## src/rtl/instruction_memory_loadable.sv

```systemverilog
// Fetch-stage instruction memory: one-cycle synchronous read with stall/kill/fault handling,
// plus a run-time program-load port sequenced by an IDLE/LOAD/RUN state machine.
module instruction_memory_loadable #(
    parameter int                DATA_W   = 16,
    parameter int                ADDR_W   = 16,
    parameter int                DEPTH    = 256,
    parameter logic [DATA_W-1:0] NOP_WORD = '0
) (
    input  logic              clk,
    input  logic              reset,
    input  logic              stall,
    input  logic              kill,
    input  logic [ADDR_W-1:0] fetch_addr,
    output logic [DATA_W-1:0] instruction,
    output logic              instr_valid,
    output logic              addr_fault,
    input  logic              load_start,
    input  logic              load_we,
    input  logic [ADDR_W-1:0] load_addr,
    input  logic [DATA_W-1:0] load_data,
    input  logic              load_done,
    output logic              load_busy,
    output logic [ADDR_W:0]   load_count
);

    typedef enum logic [1:0] {S_IDLE, S_LOAD, S_RUN} state_t;

    localparam int              MEM_AW    = (DEPTH > 1) ? $clog2(DEPTH) : 1;
    localparam logic [ADDR_W:0] DEPTH_W   = (ADDR_W+1)'(DEPTH);
    localparam logic [ADDR_W:0] COUNT_MAX = {1'b1, {ADDR_W{1'b0}}};
    localparam logic [ADDR_W:0] COUNT_ONE = (ADDR_W+1)'(1);

    state_t            state, state_next;
    logic [DATA_W-1:0] mem [DEPTH];
    logic              fetch_in_range;
    logic              load_in_range;
    logic              load_accept;

    assign fetch_in_range = {1'b0, fetch_addr} < DEPTH_W;
    assign load_in_range  = {1'b0, load_addr} < DEPTH_W;
    assign load_accept    = (state == S_LOAD) && load_we && load_in_range;
    assign load_busy      = (state == S_LOAD);

    // NOTE: sequential state uses non-blocking assignments so every flop samples pre-edge values.
    always_ff @(posedge clk or posedge reset) begin
        if (reset) state <= S_IDLE;
        else       state <= state_next;
    end

    // NOTE: state_next gets a default first so no path through the case infers a latch.
    always_comb begin
        state_next = state;
        if (load_start) begin
            state_next = S_LOAD;
        end else if (load_done && state != S_RUN) begin
            state_next = S_RUN;
        end
    end

    // NOTE: the array has no reset; a loaded program survives reset and maps onto plain RAM.
    always_ff @(posedge clk) begin
        if (load_accept) mem[load_addr[MEM_AW-1:0]] <= load_data;
    end

    always_ff @(posedge clk or posedge reset) begin
        if (reset) begin
            instruction <= NOP_WORD;
            instr_valid <= 1'b0;
            addr_fault  <= 1'b0;
            load_count  <= '0;
        end else begin
            if (load_start) begin
                load_count <= '0;
                addr_fault <= 1'b0;
            end else if (load_accept && load_count != COUNT_MAX) begin
                load_count <= load_count + COUNT_ONE;
            end

            // Leaving RUN on this edge counts as non-RUN so LOAD entry shows a bubble at once.
            if (state != S_RUN || load_start) begin
                instruction <= NOP_WORD;
                instr_valid <= 1'b0;
            end else if (kill) begin
                instruction <= NOP_WORD;
                instr_valid <= 1'b0;
            end else if (stall) begin
                instruction <= instruction;
                instr_valid <= instr_valid;
            end else if (!fetch_in_range) begin
                instruction <= NOP_WORD;
                instr_valid <= 1'b0;
                addr_fault  <= 1'b1;
            end else begin
                instruction <= mem[fetch_addr[MEM_AW-1:0]];
                instr_valid <= 1'b1;
            end
        end
    end

endmodule

```

## config.mk

```make
export PLATFORM = sky130hd
export DESIGN_NAME = instruction_memory_loadable
export DESIGN_NICKNAME = d
export VERILOG_FILES = /design/src/rtl/instruction_memory_loadable.sv
export SDC_FILE = /design/constraint.sdc
export NUM_CORES = 2
export LEC_CHECK = 0
export ABC_AREA = 1
export CORE_MARGIN = 2
export CORE_UTILIZATION = 35
export DETAILED_ROUTE_END_ITERATION = 7
export GPL_TIMING_DRIVEN = 0
export PLACE_DENSITY = 0.55
export SETUP_SLACK_MARGIN = 0.05
export SLEW_MARGIN = 20
export SYNTH_ARGS = -nofsm -noshare
export SYNTH_HDL_FRONTEND = slang
export SYNTH_SLANG_ARGS = --single-unit
```

## constraint.sdc

```tcl
create_clock -name clk -period 3.1 [get_ports clk]
set_input_delay 0.465 -clock clk [delete_from_list [all_inputs] [get_ports clk]]
set_output_delay 0.465 -clock clk [all_outputs]
set_load 0.03 [all_outputs]
```

### Yosys cells after proc, flatten, opt, wreduce, memory -nomap -nowiden

Memory sizes are Yosys's and may differ from the RTL's.
Cells that the tools add are included.

| storage, ports and cells | value |
|---|---|
| input bits | 55 |
| output and inout bits | 36 |
| word-level logic and storage cells | 39 |
| register bits | 37 |
| RAM bits | 4096 |
| memories | 1 |

Memory list:

| memory | words | width | read ports | clocked after memory_dff | wr ports | RTL line | text |
|---|---|---|---|---|---|---|---|
| mem | 256 | 16 | 1 | 0 | 1 | 34 | `logic [DATA_W-1:0] mem [DEPTH];` |

| cells by class | value |
|---|---|
| equality and inequality tests | 4 |
| mux-type cells | 19 |
| add/subtract/negate cells | 1 |
| reduce and logical (&&, ||, !) cells | 7 |
| magnitude comparators | 2 |

Operators with widths:

| cell | count |
|---|---|
| $mux 16 | 4 |
| $mux 17 | 2 |
| $lt 16x9->1 const B | 2 |
| $add 17x1->17 const B | 1 |
| $ne 17x17->1 const B | 1 |
| $mux 1 | 11 |
| $logic_and 1x1->1 | 4 |
| $mux 2 | 2 |
| $reduce_bool 2->1 | 2 |
| $ne 3x1->1 const B | 1 |
| $eq 2x1->1 const B | 1 |
| $ne 2x2->1 const B | 1 |
| $logic_or 1x1->1 | 1 |

### Longest topological paths before layout

| logic depth | value |
|---|---|
| depth in word-level cells | 6 |
| gate-level depth with buffers | 17 |

### Worst setup path before layout

Ideal clock, no wire load.

| timing | value |
|---|---|
| kind | register -> register |
| start point | register state[1] |
| end point | memory mem[102][0] (enable) |
| path slack | 0.112 ns |
| cell stages (with the launch flop) | 9 |
| arrival | 2.599 ns |
| path through | dfrtp_1 > nor2_1 > and3b_1 > and3_1 > nand2_1 > nor2_1 > nand3_1 > buf_2 > nor2_1 |

| on the way | value |
|---|---|
| longest elaborated chain between the ends | 5 |

RTL lines:

| item | RTL line | text |
|---|---|---|
| start: declaration | 33 | `state_t state, state_next;` |
| start signal: assignment | 47 | `else state <= state_next;` |
| $eq 2x1->1 | - |  |
| named net load_busy | 22 | `output logic load_busy,` |
| $logic_and 1x1->1 (2 in series) | 41 | `assign load_accept = (state == S_LOAD) && load_we && load_in_range;` |
| $mux 1 | 62 | `if (load_accept) mem[load_addr[MEM_AW-1:0]] <= load_data;` |
| $mux 1 (not written as such) | 62 |  |
| end: declaration | 34 |  |

The timed path passes the listed nets, and every way through them passes these cells.

### Final worst setup path

| timing | value |
|---|---|
| start point | input port load_addr[2] |
| end point | memory mem[100][2] (enable) |

| on the way | value |
|---|---|
| longest elaborated chain between the ends | 4 |

RTL lines:

| item | RTL line | text |
|---|---|---|
| start: declaration | 19 | `input logic [ADDR_W-1:0] load_addr,` |
| $lt 16x9->1 | 40 | `assign load_in_range = {1'b0, load_addr} < DEPTH_W;` |
| $logic_and 1x1->1 | 41 |  |
| $mux 1 | 62 |  |
| $mux 1 (not written as such) | 62 |  |

Several ways; a longest one is shown, not always the timed one.

==> summary.md <==
| Metric | Value |
|---|---|
| Core area | about 480000 um2 |
| Initial antenna violation count | slightly below 60 |
| Final min period | 3.21 ns |
| Cells on worst reg2reg path | 9 |
| Setup TNS Final | -1.90 ns |
| Hold wc startpoint | load_done |
| Vias in the first global route | between 100k and 150k |
| Seq/Total Area, Yosys | between 70% and 80% |
| Slew Viols, Final | 0 |
| Synth Cell Area | approximately 170000 um2 |
| FMAX | ~0.31 GHz |
| Pre-CTS setup slack | -1.82 ns |
| Routed Antenna Nets | 0 |
| DRC Markers | 0 |
| Clk slew on worst S/H paths | roughly 0.06 ns |
| Max Cap Viol | 0 |
| Total die area | 484000 um2 |
| IO Port Bufs | 83 |
| Peak supply drop | about 0.47 mV |
| Final setup violation count | 24 |
| Met2 WL post-DR | between 200 and 300 mm |
| Clock root cell | clkbuf_16 |
| Hold path endpoint | state[0]$_DFFE_PP0P_ |
| Reg2reg start | state[1]$_DFFE_PP0P_ |
| Setup slack, reg-to-reg | 0.05 ns |
| Crit path required time | around 3.8 ns |
| Crit path kind | input port to flip-flop |
| Row count | between 200 and 300 |
| Avg Vias per Cell | ~5.5 |
| Crit-path max FO | 9 |
| Post-DP Area | 182000 um2 |
| CTS tree | built |
| Hold Path Depth | 2 |
| Largest net degree at the start of global routing | between 90 and 100 |
| Starting DRC count in detailed routing | approximately 18k |
| Biggest area consumer among synthesized cells | edfxtp_1 |
| Clock H-tree levels | 5 |
| Final period util | 104% |
| Die Y | 696 um |
| DP Wirelength | 454 mm |
| Post-synth EDFFs | around 4k |
| Clock tree buffer depth | 4 |
| Reg2reg end | mem[180][2]$_DFFE_PP_ |
| Drt wl/cell | approximately 30 um |
| DIE WIDTH | roughly 700 um |
| Count leader, synth | nand2_1 |
| Seq cells post-synth | ~4.1k |
| Top routing layer used | met5 |
| Status | finished with violations |
| Critical path arrival | about 3.9 ns |
| Register Area | approximately 120000 um2 |
| Vias | approximately 120k |
| Final hold violations | 0 |
| WL met1 | between 200 and 300 mm |
| Post-route cell area | 197000 um2 |
| Layout fillers | ~45k |
| Leakage power | roughly 69 nW |
| GR Util All Layers | approximately a quarter |
| Post-synth top cells | 4559 x nand2_1, 4096 x edfxtp_1, 3908 x nand3_1 |
| Mapped Cells | about 14k |
| Ys flop type | edfxtp_1 |
| RSZ-0062 raised after global routing | true |
| Synth Warn # | 0 |
| Synth top area share | 73.4% |
| TritonCTS Sinks | slightly above 4k |
| Ports | between 90 and 100 |
| Syn_nets | between 10k and 15k |
| Skew-Pair Late Insertion Delay | ~1.1 ns |
| First-pass GRT wire length | 879 mm |
| # nets final | roughly 15k |
| Ranking of synthesized cells by area | edfxtp_1 73%, nand3_1 12%, nand2_1 10%, buf_2 1.5%, buf_4 0.83% |
| Num CTS Buffers | around 430 |
| Multi-input logic area | roughly 40000 um2 |
| Area grow syn2layout | 17.8% |
| Ratio of cells with drive above 1 in the final layout | roughly 13% |
| PwrDens | ~610 nW/um2 |
| Violated checks | negative setup slack |
| CP Launch Type | input port |
| Syn_area_per_cell | approximately 12 um2 |
| Setup ws final | -0.111 ns |
| GR Overflow Total | 0 |
| GP Congestion | between 0.9 and 1 |
| Count of cell types in the netlist | 29 |
| Fin Clk Skew | about 0.045 ns |
| Starting density of the core | about a third |
| Hold WC Path Type | input port to flip-flop |
| CP Capture Type | flip-flop |
| Asr flop ratio synth | less than 1% |
| Met3 wire length | just under 80 mm |
| DRT Wirelength | roughly 650 mm |
| Slew HR | about a fifth |
| Least-Margin Pin Slew | about 1.2 ns |
| Drt pass-1 iters | 8 |
[state kept, by name, indices dropped and copies added (netlist names)]
register and count:
mem 4096, instr_valid 1, instruction 16, load_count 17, state 2, addr_fault 1
[stage by stage]
stage               total power [mW]  cells  utilization, %  hold WS, ns
global placement                72.2  20400            36.9        0.469
global route                     123  21600            41.3       0.0490
CTS                              120  21500            41.2       0.0111
detailed placement              71.6  20700            38.1        0.496
finish                           121  21600            41.3       0.0531
floorplan                       66.4  13900               -        0.487
[layout make-up]
cell class              instances  area share [%]
diodes                         28          0.0355
plain buffers                 938            2.78
clock buffers                 545            5.72
clock inverters               240           0.955
inverters                      44          0.0863
multi-input cells            8808            20.1
flip-flops and latches       4133            62.8
well taps                    6400            4.06
repair buffers                448            3.39
[metal layers]
metal  vias up  track usage [%]
met1     58600             35.7
met2      6978             38.8
met4        18             12.7
met3      1276             6.49
li1      51400                -
met5         -                0
[where the power goes]
part / internal, mW / leakage, nW / switching (mW)
clock network: 27.5 / 6.42 / 22.3
registers: 61.4 / 37.3 / 0.00146
logic: 2.05 / 25.6 / 7.36
total: 90.9 / 69.3 / 29.7
[logic make-up after synthesis]
group                      Yosys count  synth area share, %
AOI/OAI and AO/OA                   28               0.0949
xor gates and xnor gates             4               0.0209
adders and majority gates            2               0.0149
buffers and inverters              983                 3.25
DFF                               4133                 74.0
and+or+nand+nor                   8774                 22.6
[timing repair]
item                                     CTS  global route
buffers inserted                          45            20
endpoints found under the setup margin  4026          1280
hold buffers                              18             0
resized for setup                        154            77
pin swaps                                 37             7
hold endpoints to repair                 500             0
[cells in the final DEF, fill, tap and decap left out, types with 61 or more instances in the layout]
cell and instances:
nor2_4 143, clkdlybuf4s50_1 67, edfxtp_1 4096, clkbuf_16 434
nand2_1 4540, clkinv_1 116, buf_16 61, clkinv_2 71
buf_6 167, buf_8 110, nor2_2 119, nand3_1 3893
buf_2 495, buf_4 223, clkbuf_1 189
[worst max-delay path by stage]
stage	slack, ns	endpoint	start	cells after the start
floorplan	0.11	mem[102][0]$_DFFE_PP_	state[1]$_DFFE_PP0P_	8
global placement	-9.67	mem[68][13]$_DFFE_PP_	load_data[13]	1
detailed placement	-1.82	instruction[12]$_DFFE_PP0P_	fetch_addr[2]	14
CTS	-0.03	mem[108][4]$_DFFE_PP_	state[1]$_DFFE_PP0P_	9
global route	-0.02	mem[100][2]$_DFFE_PP_	load_addr[2]	8
finish	-0.11	mem[100][2]$_DFFE_PP_	load_addr[2]	8
[worst max-delay path, stage by stage]
cell             delay [ns]
clkdlybuf4s50_1        0.67
inv_1                  0.08
nor2_1                 0.43
nand2_2                0.72
clkbuf_4               0.51
buf_16                 0.27
nor2_2                 0.52
buf_8                  0.23
No activity file was read; power rests on OpenSTA's default activity.
